===== config.mk =====
export PLATFORM = sky130hd
export DESIGN_NAME = avl_bus_arbiter
export DESIGN_NICKNAME = d
export VERILOG_FILES = /design/src/rtl/avl_bus_arbiter.sv
export SDC_FILE = /design/constraint.sdc
export NUM_CORES = 1
export LEC_CHECK = 0
export CAP_MARGIN = 20
export CELL_PAD_IN_SITES_DETAIL_PLACEMENT = 0
export CELL_PAD_IN_SITES_GLOBAL_PLACEMENT = 1
export CORE_UTILIZATION = 12
export DETAILED_ROUTE_END_ITERATION = 10
export PLACE_DENSITY = 0.8
export REMOVE_ABC_BUFFERS = 1
export SLEW_MARGIN = 5
export SYNTH_ARGS = -nofsm -noshare
export SYNTH_HDL_FRONTEND = slang
export SYNTH_SLANG_ARGS = --single-unit

===== constraint.sdc =====
create_clock -name clk -period 3.15 [get_ports clk]
set_input_delay 0.315 -clock clk [delete_from_list [all_inputs] [get_ports clk]]
set_output_delay 0.315 -clock clk [all_outputs]
set_load 0.03 [all_outputs]

===== src/rtl/avl_bus_arbiter.sv =====
// ---------------------------------------------------------------------------
// avl_bus_arbiter
//   Arbitrates MASTER_NUM Avalon-MM burst masters onto one shared slave.
//   The owner keeps the bus for a whole write or read burst. The owner's
//   command is muxed straight onto the s_* ports, and read data is routed
//   back to the owner only.
//
// Configuration macro:
//   AVL_BUS_ARB_ROUND_ROBIN_EN - when defined, priority rotates and starts
//                                at the index after the last owner.
//                                When undefined, priority is fixed and the
//                                lowest index wins.
//
// Ports:
//   clk, rest                 - clock, asynchronous active-high reset
//   m_address .. m_burst_count - per-master command fields (MASTER_NUM wide)
//   m_waitrequest             - per-master stall
//   m_read_data               - shared read data
//   m_read_data_valid         - per-master read data valid
//   s_address .. s_burst_count - command to the shared slave
//   s_waitrequest             - slave stall
//   s_read_data               - slave read data
//   s_read_data_valid         - slave read data valid
//   grant                     - one-hot current owner (all-zero when idle)
// ---------------------------------------------------------------------------
package avl_bus_arbiter_pkg;
   localparam int unsigned ADDR_W = 32;
   localparam int unsigned DATA_W = 32;
   localparam int unsigned BE_W   = 4;
   localparam int unsigned BC_W   = 8;

   typedef struct packed {
      logic [ADDR_W-1:0] address;
      logic [BE_W-1:0]   byte_en;
      logic              read;
      logic              write;
      logic [DATA_W-1:0] write_data;
      logic              begin_burst_transfer;
      logic [BC_W-1:0]   burst_count;
   } avl_cmd_t;

   typedef enum logic [1:0] {
      ST_IDLE      = 2'd0,
      ST_WRITE     = 2'd1,
      ST_READ_CMD  = 2'd2,
      ST_READ_DATA = 2'd3
   } arb_state_e;
endpackage

module avl_bus_arbiter
   import avl_bus_arbiter_pkg::*;
#(
   parameter int unsigned MASTER_NUM        = 2,
   parameter int unsigned MAX_PENDING_BEATS = 255
) (
   input  logic                              clk,
   input  logic                              rest,
   input  logic [MASTER_NUM-1:0][ADDR_W-1:0] m_address,
   input  logic [MASTER_NUM-1:0][BE_W-1:0]   m_byte_en,
   input  logic [MASTER_NUM-1:0]             m_read,
   input  logic [MASTER_NUM-1:0]             m_write,
   input  logic [MASTER_NUM-1:0][DATA_W-1:0] m_write_data,
   input  logic [MASTER_NUM-1:0]             m_begin_burst_transfer,
   input  logic [MASTER_NUM-1:0][BC_W-1:0]   m_burst_count,
   output logic [MASTER_NUM-1:0]             m_waitrequest,
   output logic [DATA_W-1:0]                 m_read_data,
   output logic [MASTER_NUM-1:0]             m_read_data_valid,
   output logic [ADDR_W-1:0]                 s_address,
   output logic [BE_W-1:0]                   s_byte_en,
   output logic                              s_read,
   output logic                              s_write,
   output logic [DATA_W-1:0]                 s_write_data,
   output logic                              s_begin_burst_transfer,
   output logic [BC_W-1:0]                   s_burst_count,
   input  logic                              s_waitrequest,
   input  logic [DATA_W-1:0]                 s_read_data,
   input  logic                              s_read_data_valid,
   output logic [MASTER_NUM-1:0]             grant
);

   localparam int unsigned     IDX_W  = (MASTER_NUM > 1) ? $clog2(MASTER_NUM) : 1;
   localparam logic [BC_W-1:0] MAX_BC = BC_W'(MAX_PENDING_BEATS);

   arb_state_e              state_q, state_d;
   logic [MASTER_NUM-1:0]   grant_q, grant_d;
   logic [IDX_W-1:0]        owner_q, owner_d;
   logic [BC_W-1:0]         cnt_q, cnt_d;

   logic [MASTER_NUM-1:0]   req;
   logic [IDX_W-1:0]        win;
   logic                    win_vld;
   logic [BC_W-1:0]         win_bc;
   avl_cmd_t                owner_cmd;

`ifdef AVL_BUS_ARB_ROUND_ROBIN_EN
   logic [IDX_W-1:0]        rr_ptr_q, rr_ptr_d;
   logic [IDX_W-1:0]        rr_idx;
`endif

   // Owner's command fields; non-owners are never looked at.
   always_comb begin
      owner_cmd.address              = m_address[owner_q];
      owner_cmd.byte_en              = m_byte_en[owner_q];
      owner_cmd.read                 = m_read[owner_q];
      owner_cmd.write                = m_write[owner_q];
      owner_cmd.write_data           = m_write_data[owner_q];
      owner_cmd.begin_burst_transfer = m_begin_burst_transfer[owner_q];
      owner_cmd.burst_count          = m_burst_count[owner_q];
   end

   // Winner selection; descending scan so the highest-priority requester is assigned last.
   always_comb begin
      req     = m_read | m_write;
      win     = '0;
      win_vld = 1'b0;
`ifdef AVL_BUS_ARB_ROUND_ROBIN_EN
      rr_idx  = '0;
      for (int k = int'(MASTER_NUM) - 1; k >= 0; k--) begin
         rr_idx = IDX_W'((int'(rr_ptr_q) + k) % int'(MASTER_NUM));
         if (req[rr_idx]) begin
            win     = rr_idx;
            win_vld = 1'b1;
         end
      end
`else
      for (int k = int'(MASTER_NUM) - 1; k >= 0; k--) begin
         if (req[IDX_W'(k)]) begin
            win     = IDX_W'(k);
            win_vld = 1'b1;
         end
      end
`endif
   end

   // Winner's beat count: 0 means a single beat, and the count is clamped to the accepted maximum.
   always_comb begin
      win_bc = m_burst_count[win];
      if (win_bc == '0) begin
         win_bc = BC_W'(1);
      end else if (win_bc > MAX_BC) begin
         win_bc = MAX_BC;
      end
   end

   // State register and burst bookkeeping.
   always_ff @(posedge clk or posedge rest) begin
      if (rest) begin
         state_q <= ST_IDLE;
         grant_q <= '0;
         owner_q <= '0;
         cnt_q   <= '0;
      end else begin
         state_q <= state_d;
         grant_q <= grant_d;
         owner_q <= owner_d;
         cnt_q   <= cnt_d;
      end
   end

`ifdef AVL_BUS_ARB_ROUND_ROBIN_EN
   // Round-robin pointer: index just after the most recent owner.
   always_ff @(posedge clk or posedge rest) begin
      if (rest) begin
         rr_ptr_q <= '0;
      end else begin
         rr_ptr_q <= rr_ptr_d;
      end
   end
`endif

   // Next-state logic.
   always_comb begin
      state_d = state_q;
      grant_d = grant_q;
      owner_d = owner_q;
      cnt_d   = cnt_q;
`ifdef AVL_BUS_ARB_ROUND_ROBIN_EN
      rr_ptr_d = rr_ptr_q;
`endif
      case (state_q)
         ST_IDLE: begin
            if (win_vld) begin
               grant_d      = '0;
               grant_d[win] = 1'b1;
               owner_d      = win;
               cnt_d        = win_bc;
               // Read and write together are served as a write.
               state_d      = m_write[win] ? ST_WRITE : ST_READ_CMD;
`ifdef AVL_BUS_ARB_ROUND_ROBIN_EN
               rr_ptr_d     = (int'(win) == int'(MASTER_NUM) - 1) ? '0 : win + IDX_W'(1);
`endif
            end
         end
         ST_WRITE: begin
            // Owner dropping write only stalls the count; the burst is never aborted.
            if (owner_cmd.write && !s_waitrequest) begin
               if (cnt_q <= BC_W'(1)) begin
                  state_d = ST_IDLE;
                  grant_d = '0;
                  cnt_d   = '0;
               end else begin
                  cnt_d = cnt_q - BC_W'(1);
               end
            end
         end
         ST_READ_CMD: begin
            if (owner_cmd.read && !s_waitrequest) begin
               state_d = ST_READ_DATA;
            end
         end
         ST_READ_DATA: begin
            if (s_read_data_valid) begin
               if (cnt_q <= BC_W'(1)) begin
                  state_d = ST_IDLE;
                  grant_d = '0;
                  cnt_d   = '0;
               end else begin
                  cnt_d = cnt_q - BC_W'(1);
               end
            end
         end
         default: begin
            state_d = ST_IDLE;
            grant_d = '0;
            cnt_d   = '0;
         end
      endcase
   end

   // Output logic: slave command mux, per-master stall and read-data routing.
   always_comb begin
      s_address              = owner_cmd.address;
      s_byte_en              = owner_cmd.byte_en;
      s_write_data           = owner_cmd.write_data;
      s_begin_burst_transfer = owner_cmd.begin_burst_transfer;
      s_burst_count          = owner_cmd.burst_count;
      s_write                = (state_q == ST_WRITE) && owner_cmd.write;
      s_read                 = (state_q == ST_READ_CMD) && owner_cmd.read;

      m_waitrequest = '1;
      if ((state_q == ST_WRITE) || (state_q == ST_READ_CMD)) begin
         m_waitrequest[owner_q] = s_waitrequest;
      end

      // Read beats outside READ_DATA are dropped.
      m_read_data       = s_read_data;
      m_read_data_valid = '0;
      if ((state_q == ST_READ_DATA) && s_read_data_valid) begin
         m_read_data_valid = grant_q;
      end

      grant = grant_q;
   end

endmodule


# Word level (Yosys, flattened, before mapping)
# Cells that the tools add are included.
[word_totals]
regBits = 13
input_bits = 194
output_inout_bits = 117
elab_cells = 81
[classes]
add_sub_neg = 1
n_lt_le_gt_ge = 6
eq_ne = 7
n_mux = 45
bitwise = 3
reduce_logical = 15
[ops]
columns = ["cell", "n"]
rows = [
  ["32-bit 2-to-1 mux", 4],
  ["8-bit 2-to-1 mux", 10],
  ["2-bit 2-to-1 mux", 12],
  ["8-bit case mux with 3 select lines", 1],
  ["1-bit 2-to-1 mux", 12],
  ["8-bit > comparator, second input constant", 1],
  ["8-bit by 1-bit <= comparator with 1-bit output, second input constant", 1],
  ["8-bit zero test", 1],
  ["4-bit 2-to-1 mux", 2],
  ["2-bit != test, second input constant", 4],
  ["2-bit case mux with 4 select lines", 1],
  ["4-bit AND reduction", 2],
  ["8-bit by 1-bit subtractor with 8-bit output, second input constant", 1],
  ["1-bit logical AND", 7],
  ["2-bit case mux with 3 select lines", 1],
  ["2-bit == test, second input constant", 2],
  ["1-bit by 2-bit < comparator with 1-bit output, second input constant", 2],
  ["3-bit nonzero test", 1],
  ["1-bit demux with 1-bit select", 2],
  ["2-bit by 1-bit == test with 1-bit output, second input constant", 1],
  ["1-bit greater-or-equal comparator, second input constant", 2],
  ["2-bit zero test", 1],
  ["2-bit NOT", 1],
  ["2-bit OR", 1],
  ["other kinds (4)", 4],
]

# Depth between registers and ports, before layout
# Gate-level depths: netlist of the first run.
[logic_depth]
word_depth = 9
mapped_depth = 7

# Worst setup path after synthesis of the first run
# OpenSTA, ideal clock, no wires.
[synth_timing]
kind = "reg-to-reg"
startpoint = "register cnt_q[0]"
endpoint = "register grant_q[0], in the netlist grant[0]"
arrival_time_ps = 1531
required_time_ps = 3025
slack_ps = 1494
stages_incl_launch_ff = 7
path_buffers = 0
cell_sequence = "dfrtp_1 > inv_1 > ha_1 > or2_1 > a41oi_1 > nand2b_1 > mux2_4"
[synth_via]
elab_chain_cells = 4
elab_cells_between_ends = 5
cone_classes = "order compare (1); mux (4)"
[synth_lines]
columns = ["item", "line_no", "source"]
rows = [
  ["start: declaration", "87", "logic [BC_W-1:0] cnt_q, cnt_d;"],
  ["start signal: assignment", "156", "cnt_q <= cnt_d;"],
  ["8-bit by 1-bit <= comparator with 1-bit output *", "197, 213", ""],
  ["2-bit 2-to-1 mux *", "n/a", ""],
  ["2-bit 2-to-1 mux", "n/a", ""],
  ["2-bit case mux with 3 select lines *", "n/a", ""],
  ["end signal: assignment", "154", "grant_q <= grant_d;"],
  ["end: declaration", "85", "logic [MASTER_NUM-1:0] grant_q, grant_d;"],
]
# Every way passes the cells marked *; elsewhere a longest branch is shown, timed or not. The select of a mux whose other input is x is not followed.
# A chain may end at the register's enable or synchronous reset.

# Worst setup path after layout of the first run
[layout_timing]
startpoint = "register state_q[1]"
endpoint = "output port s_write"
[layout_via]
elab_chain_cells = 2
[layout_lines]
columns = ["item", "line_no", "source"]
rows = [
  ["start: declaration", "84", "arb_state_e state_q, state_d;"],
  ["start signal: assignment", "153", "state_q <= state_d;"],
  ["2-bit by 1-bit == test with 1-bit output", "237", "s_write = (state_q == ST_WRITE) && owner_cmd.write;"],
  ["1-bit logical AND", "237", ""],
  ["end: declaration", "71", "output logic s_write,"],
]
# No other way between the ends.

==> run_results.csv, run 1 <==
group,metric,value,unit
run_status,status,"complete, no violations",
logic_synthesis,yosysWarnings,0,
flow_run,drv_cap,0,
setup_path,start_kind,"register",
drt,wl_per_cell,64.5,µm
logic_synthesis,ys_seq_area_share,16.3,%
logic_synthesis,synth.distinct_cells,38,
final_layout,n_fill_cell,1552,
die,fp.dieW,121,µm
drt,dr.pass1.iters,4,
timing,setup_viol,0,
clock_tree,cts_sinks,11,
timing,slew-limit-headroom,53.1,%
grt,grt_max_degree,18,
setup_path,worstReg2RegEnd,"cnt_q[3]",
final_layout,synthToLayoutAreaGrowth,-16.9,%
logic_synthesis,synth-seq-cells,11,
logic_synthesis,synth_largest_area_cell,"buf_4",
clock_tree,numCtsBuffers,3,
placement,dp_hpwl,18700,µm
timing,grt_setup_unrepaired,"no",
timing,worstMarginPinSlew,0.703,ns
setup_path,crit_arrival,1.90,ns
die,fp.dieArea,14600,µm²
final_layout,nNetsFinal,327,
logic_synthesis,synth-edff-count,0,
logic_synthesis,syn_inst,208,
setup_path,ff2ff_path_depth,6,
die,core,13500,µm²
setup_path,crit_start,"state_q[1]",
timing,period_needed,2.21,ns
drt,via_per_inst,3.80,
setup_path,cp-end-kind,"output pin",
setup_path,crit_path_end,"s_write",
final_layout,finish.utilization,10.4,%
setup_path,r2r_setup_slack,1.05,ns
grt,first_global_vias,1044,
power,power_density,919,nW/µm²
clock_tree,cts_setup_buffers,0,
placement,port_buffers,26,
setup_path,timing.rr.start,"state_q[1]",
grt,antenna_found_initial,0,
final_layout,layout-drive-gt1-share,8.80,%
die,pin_count,311,
logic_synthesis,synth_flop_cell,"dfrtp_1",
timing,clock_skew,0.00325,ns
logic_synthesis,synth.most_common_cell,"buf_4",
clock_tree,clk_path_buf_depth,2,
clock_tree,root_buffer,"clkbuf_16",
power,power.total,1.29,mW
drt,vias,1145,
logic_synthesis,synthArstFlopShare,100,%
drt,ant_nets,0,
logic_synthesis,synth_area_leaders,"buf_4 (50%), dfrtp_1 (16%), ha_1 (5.2%)",
power,peakVddDrop,474,µV
clock_tree,worstSkewPairLatency,0.24,ns
grt,grt_use_total,26.6,%
logic_synthesis,post_synth_most_frequent_cells,"buf_4 (112), dfrtp_1 (11), o21ai_0 (11), inv_1 (8), ha_1 (7)",
timing,hold_violations,0,
logic_synthesis,synth_area,1690,µm²
setup_path,path_class,"reg2out",
final_layout,n_antenna_cell,0,
die,chipHeight,121,µm
drt,drc,0,
die,initial_core_util,12.5,%
drt,drt_iter0_markers,146,
logic_synthesis,postSynthAreaPerCell,8.12,µm²
timing,final_max_slew_viol_count,0,
grt,gr-total-overflow,0,
clock_tree,clk_pin_slew,0.05,ns
clock_tree,cts_tree,"done",
setup_path,cp_max_fo,5,
drt,routed_wl,19400,µm
timing,fin_tns_setup,0,ns
power,leakagePower,0.519,nW
die,rows,42,
clock_tree,htreeDepth,1,
grt,grt_pass1_wl,21800,µm
logic_synthesis,yosysTopAreaCellShare,49.8,%
placement,place.gp.congestion,1.05,
timing,clock.fmax,452,MHz
clock_tree,postCtsHoldBufs,0,
setup_path,cp.required,2.83,ns
clock_tree,cts_resized,0,
min_path,hp-class,"in2async",
timing,fin_crit_sh,70.3,%
critical path, cell delays in order (launching register included):
cell,delay [ns]
dfrtp_1,0.43
inv_1,0.13
ha_1,0.27
and2_1,0.16
clkdlybuf4s50_1,0.67
logic make-up after synthesis:
group / share of synthesized area [%]
buf+inv: 52.0
compound gates: 13.0
simple gates: 10.4
flops: 16.3
fa+ha+maj: 5.18
mux: 2.67
other cells: 0.445
metal layers:
metal,GRT usage (%),up-vias,share of wire (%)
li1,-,408,-
met1,5.72,468,7.7
met2,57.7,255,61
met3,37.1,14,29
met4,4.24,0,1.5
met5,0,-,0
flip-flops by register name (all words and copies together) (netlist names):
| name | flops |
|---|---|
| state_q | 2 |
| grant | 1 |
| cnt_q | 8 |
report_power, final:
group / total (mW) / switching (mW) / internal, mW
clock network: 0.241 / 0.0702 / 0.171
logic: 0.732 / 0.431 / 0.301
registers: 0.318 / 0.0986 / 0.219
total: 1.29 / 0.600 / 0.691
cells in the final DEF (no fill, tap or decap), types with 3 or more instances in the layout:
master           synthesis  routed
inv_1                    8       8
clkdlybuf4s50_1          0      26
mux2i_1                  3       3
conb_1                   2       3
nor2_1                   5       5
nand2_1                  5       5
dfrtp_1                 11      11
clkbuf_16                0       3
nand2b_1                 3       3
a32oi_1                  3       3
ha_1                     7       7
a21oi_1                  6       6
o21ai_0                 11      11
nor3_1                   3       3
per-stage QoR:
| step | hold WS (ns) | std cells | setup WS (ns) | area (µm²) |
|---|---|---|---|---|
| 2_1_floorplan | 0.167 | 95 | 1.47 | 845 |
| 3_3_place_gp | 0.536 | 297 | 1.14 | 1330 |
| 3_5_place_dp | 0.538 | 297 | 1.12 | 1330 |
| 4_1_cts | 0.401 | 301 | 0.950 | 1400 |
| 5_1_grt | 0.430 | 301 | 0.826 | 1400 |
| 6_report | 0.386 | 301 | 0.936 | 1400 |
final cells by class:
type / instances / area (µm²) / area share, %
Clock buffer: 4 / 78.8 / 5.61
Inverter: 8 / 30.0 / 2.14
Multi-Input combinational cell: 76 / 539 / 38.4
Sequential cell: 11 / 275 / 19.6
Tap cell: 176 / 220 / 15.7
Timing Repair Buffer: 26 / 260 / 18.5
how the worst min path moves through the flow:
stage / start / to / slack (ns) / cells after the start
global route: rest / cnt_q[0] / 0.43 / 2
detailed placement: grant[0] / grant[0] / 0.54 / 1
finish: rest / cnt_q[7] / 0.39 / 2
CTS: rest / cnt_q[0] / 0.40 / 2
floorplan: rest / cnt_q[0] / 0.17 / 1
global placement: grant[0] / grant[0] / 0.54 / 1
Power figures use the tool's default switching activity.
==> inputs of run 2 (changes only) <==
- CORE_UTILIZATION: 12 -> 10
- PLACE_DENSITY: 0.8 -> 0.71
- clock period: 3.15 -> 1.9 ns (I/O delays scaled with it)
==> run 2 against run 1 <==
Effect of this change: critical path depth up 2; combinational power up 120%; worst setup slack worse by 0.81 ns; non-clock buffer count grew 13; via count is 6.7% higher; critical path type is now reg2reg.
==> run_results.csv, run 2 (synthesis gave the netlist of run 1 again) <==
group,metric,value,unit
setup_path,cp.required,2.02,ns
flow_run,drv_cap,0,
setup_path,critical_path.top_delay_family,"simple AND/OR/NAND/NOR gates",
clock_tree,cts_tree,"done",
die,core,16500,µm²
timing,final_max_slew_viol_count,0,
final_layout,largest_register_ffs,8,
setup_path,critPathMaxStageDelay,0.41,ns
clock_tree,root_buffer,"clkbuf_16",
setup_path,path_depth,6,
drt,via_per_inst,3.41,
timing,setup_viol,0,
power,power_density,1570,nW/µm²
die,chipHeight,132,µm
drt,ant_nets,0,
drt,wl_per_cell,57.2,µm
clock_tree,clk_path_buf_depth,2,
final_layout,multi_input_area,549,µm²
drt,vias,1222,
timing,clock_skew,0.000788,ns
timing,fin_crit_sh,93.1,%
placement,port_buffers,26,
die,pin_count,311,
timing,worstMarginPinSlew,0.536,ns
final_layout,nNetsFinal,340,
clock_tree,htreeDepth,1,
timing,grt_setup_unrepaired,"no",
grt,gr-total-overflow,0,
final_layout,n_fill_cell,1892,
setup_path,slowest_stage,"dfrtp_1",
final_layout,top_register,"cnt_q",
die,fp.dieArea,17400,µm²
die,fp.dieW,132,µm
placement,dp_cells,354,
drt,drt_iter0_markers,71,
final_layout,synthToLayoutAreaGrowth,-4.89,%
die,rows,47,
power,peakVddDrop,398,µV
final_layout,layout_commonest_cell,"clkdlybuf4s50_1",
timing,slew-limit-headroom,64.2,%
drt,drc,0,
timing,clock.fmax,565,MHz
final_layout,n_antenna_cell,0,
setup_path,worst-path-buf-inv,1,
setup_path,timing.rr.start,"cnt_q[0]",
grt,first_global_vias,1101,
clock_tree,cts_sinks,11,
clock_tree,postCtsHoldBufs,0,
setup_path,start_kind,"register",
die,initial_core_util,10.2,%
clock_tree,worstSkewPairLatency,0.24,ns
clock_tree,numCtsBuffers,3,
final_layout,layout-drive-gt1-share,21.0,%
final_layout,regArea,275,µm²
final_layout,final_cell_mix,"clkdlybuf4s50_1 (22), buf_4 (13), o21ai_0 (11), dfrtp_1 (11), inv_1 (8)",
grt,grt_use_total,23.4,%
run_status,status,"complete, no violations",
setup_path,ff2ff_path_depth,6,
setup_path,worstReg2RegEnd,"grant[0]",
timing,hold_violations,0,
setup_path,path_cells,"inv_1 -> ha_1 -> or2_1 -> a41oi_1 -> nand2b_1 -> mux2_4",
setup_path,r2r_setup_slack,0.13,ns
drt,dr.pass1.iters,4,
setup_path,path_class,"reg2reg",
setup_path,crit_arrival,1.89,ns
drt,routed_wl,20500,µm
timing,fin_tns_setup,0,ns
grt,antenna_found_initial,0,
grt,grt_pass1_wl,23500,µm
grt,grt_max_degree,16,
setup_path,cp-end-kind,"register",
timing,period_needed,1.77,ns
clock_tree,clk_pin_slew,0.05,ns
placement,place.gp.congestion,1.12,
final_layout,final_cell_count_no_fill,358,
power,leakagePower,0.604,nW
min_path,hp-class,"in2async",
setup_path,cp_max_fo,5,
placement,dp_hpwl,19700,µm
-- run 2: cell types whose count changed in the layout (fill, tap and decap cells not counted), sizes merged --
cell | before | now
clkdlybuf4s50 | 26 | 22
buf | 0 | 17
-- run 2: cell type report --
type / instances / share of cell area, %
Inverter: 8 / 1.87
Timing Repair Buffer: 39 / 24.8
Multi-Input combinational cell: 76 / 34.2
Tap cell: 220 / 17.1
Clock buffer: 4 / 4.91
Sequential cell: 11 / 17.1
-- run 2: repair_timing --
action                                  4_1_cts  5_1_grt
gates resized for setup                       0        2
setup buffers                                 0        0
endpoints found under the setup margin        0        4
-- run 2: worst register-to-register path, cell delays in order, from the launching register on --
cell and delay, ns:
dfrtp_1 0.41, inv_1 0.07, ha_1 0.24, or2_1 0.30
a41oi_1 0.19, nand2b_1 0.15, mux2_4 0.30
-- run 2: how the worst max path moves through the flow --
stage	from	end	slack, ns
floorplan	state_q[1]	cnt_q[3]	0.22
global placement	m_write[0]	cnt_q[7]	0.05
detailed placement	m_write[0]	cnt_q[1]	0.05
CTS	state_q[0]	cnt_q[1]	0.09
global route	cnt_q[0]	cnt_q[6]	0.02
finish	cnt_q[0]	grant[0]	0.13
-- run 2: through the flow --
| step | area, µm² | setup slack (ns) | util [%] | hold WS, ns | total power, mW |
|---|---|---|---|---|---|
| floorplan | 845 | 0.220 | - | 0.0424 | 1.36 |
| global placement | 1520 | 0.0519 | 9.18 | 0.382 | 2.11 |
| detailed placement | 1520 | 0.0470 | 9.18 | 0.382 | 2.11 |
| global route | 1610 | 0.0162 | 9.72 | 0.381 | 2.73 |
| CTS | 1600 | 0.0862 | 9.66 | 0.329 | 2.52 |
| finish | 1610 | 0.131 | 9.72 | 0.314 | 2.52 |
-- run 2: where the power goes --
group	internal (mW)	switching [mW]
sequential	0.363	0.156
clock	0.283	0.116
combinational	0.750	0.854
total	1.40	1.13
-- run 2: routing by layer --
layer,global-route usage [%],vias up,part of all wire (%)
li1,-,437,-
met1,6.69,509,11
met2,47.2,250,57
met3,31.6,24,27
met4,8.27,2,4.3
met5,3.89,-,0.46
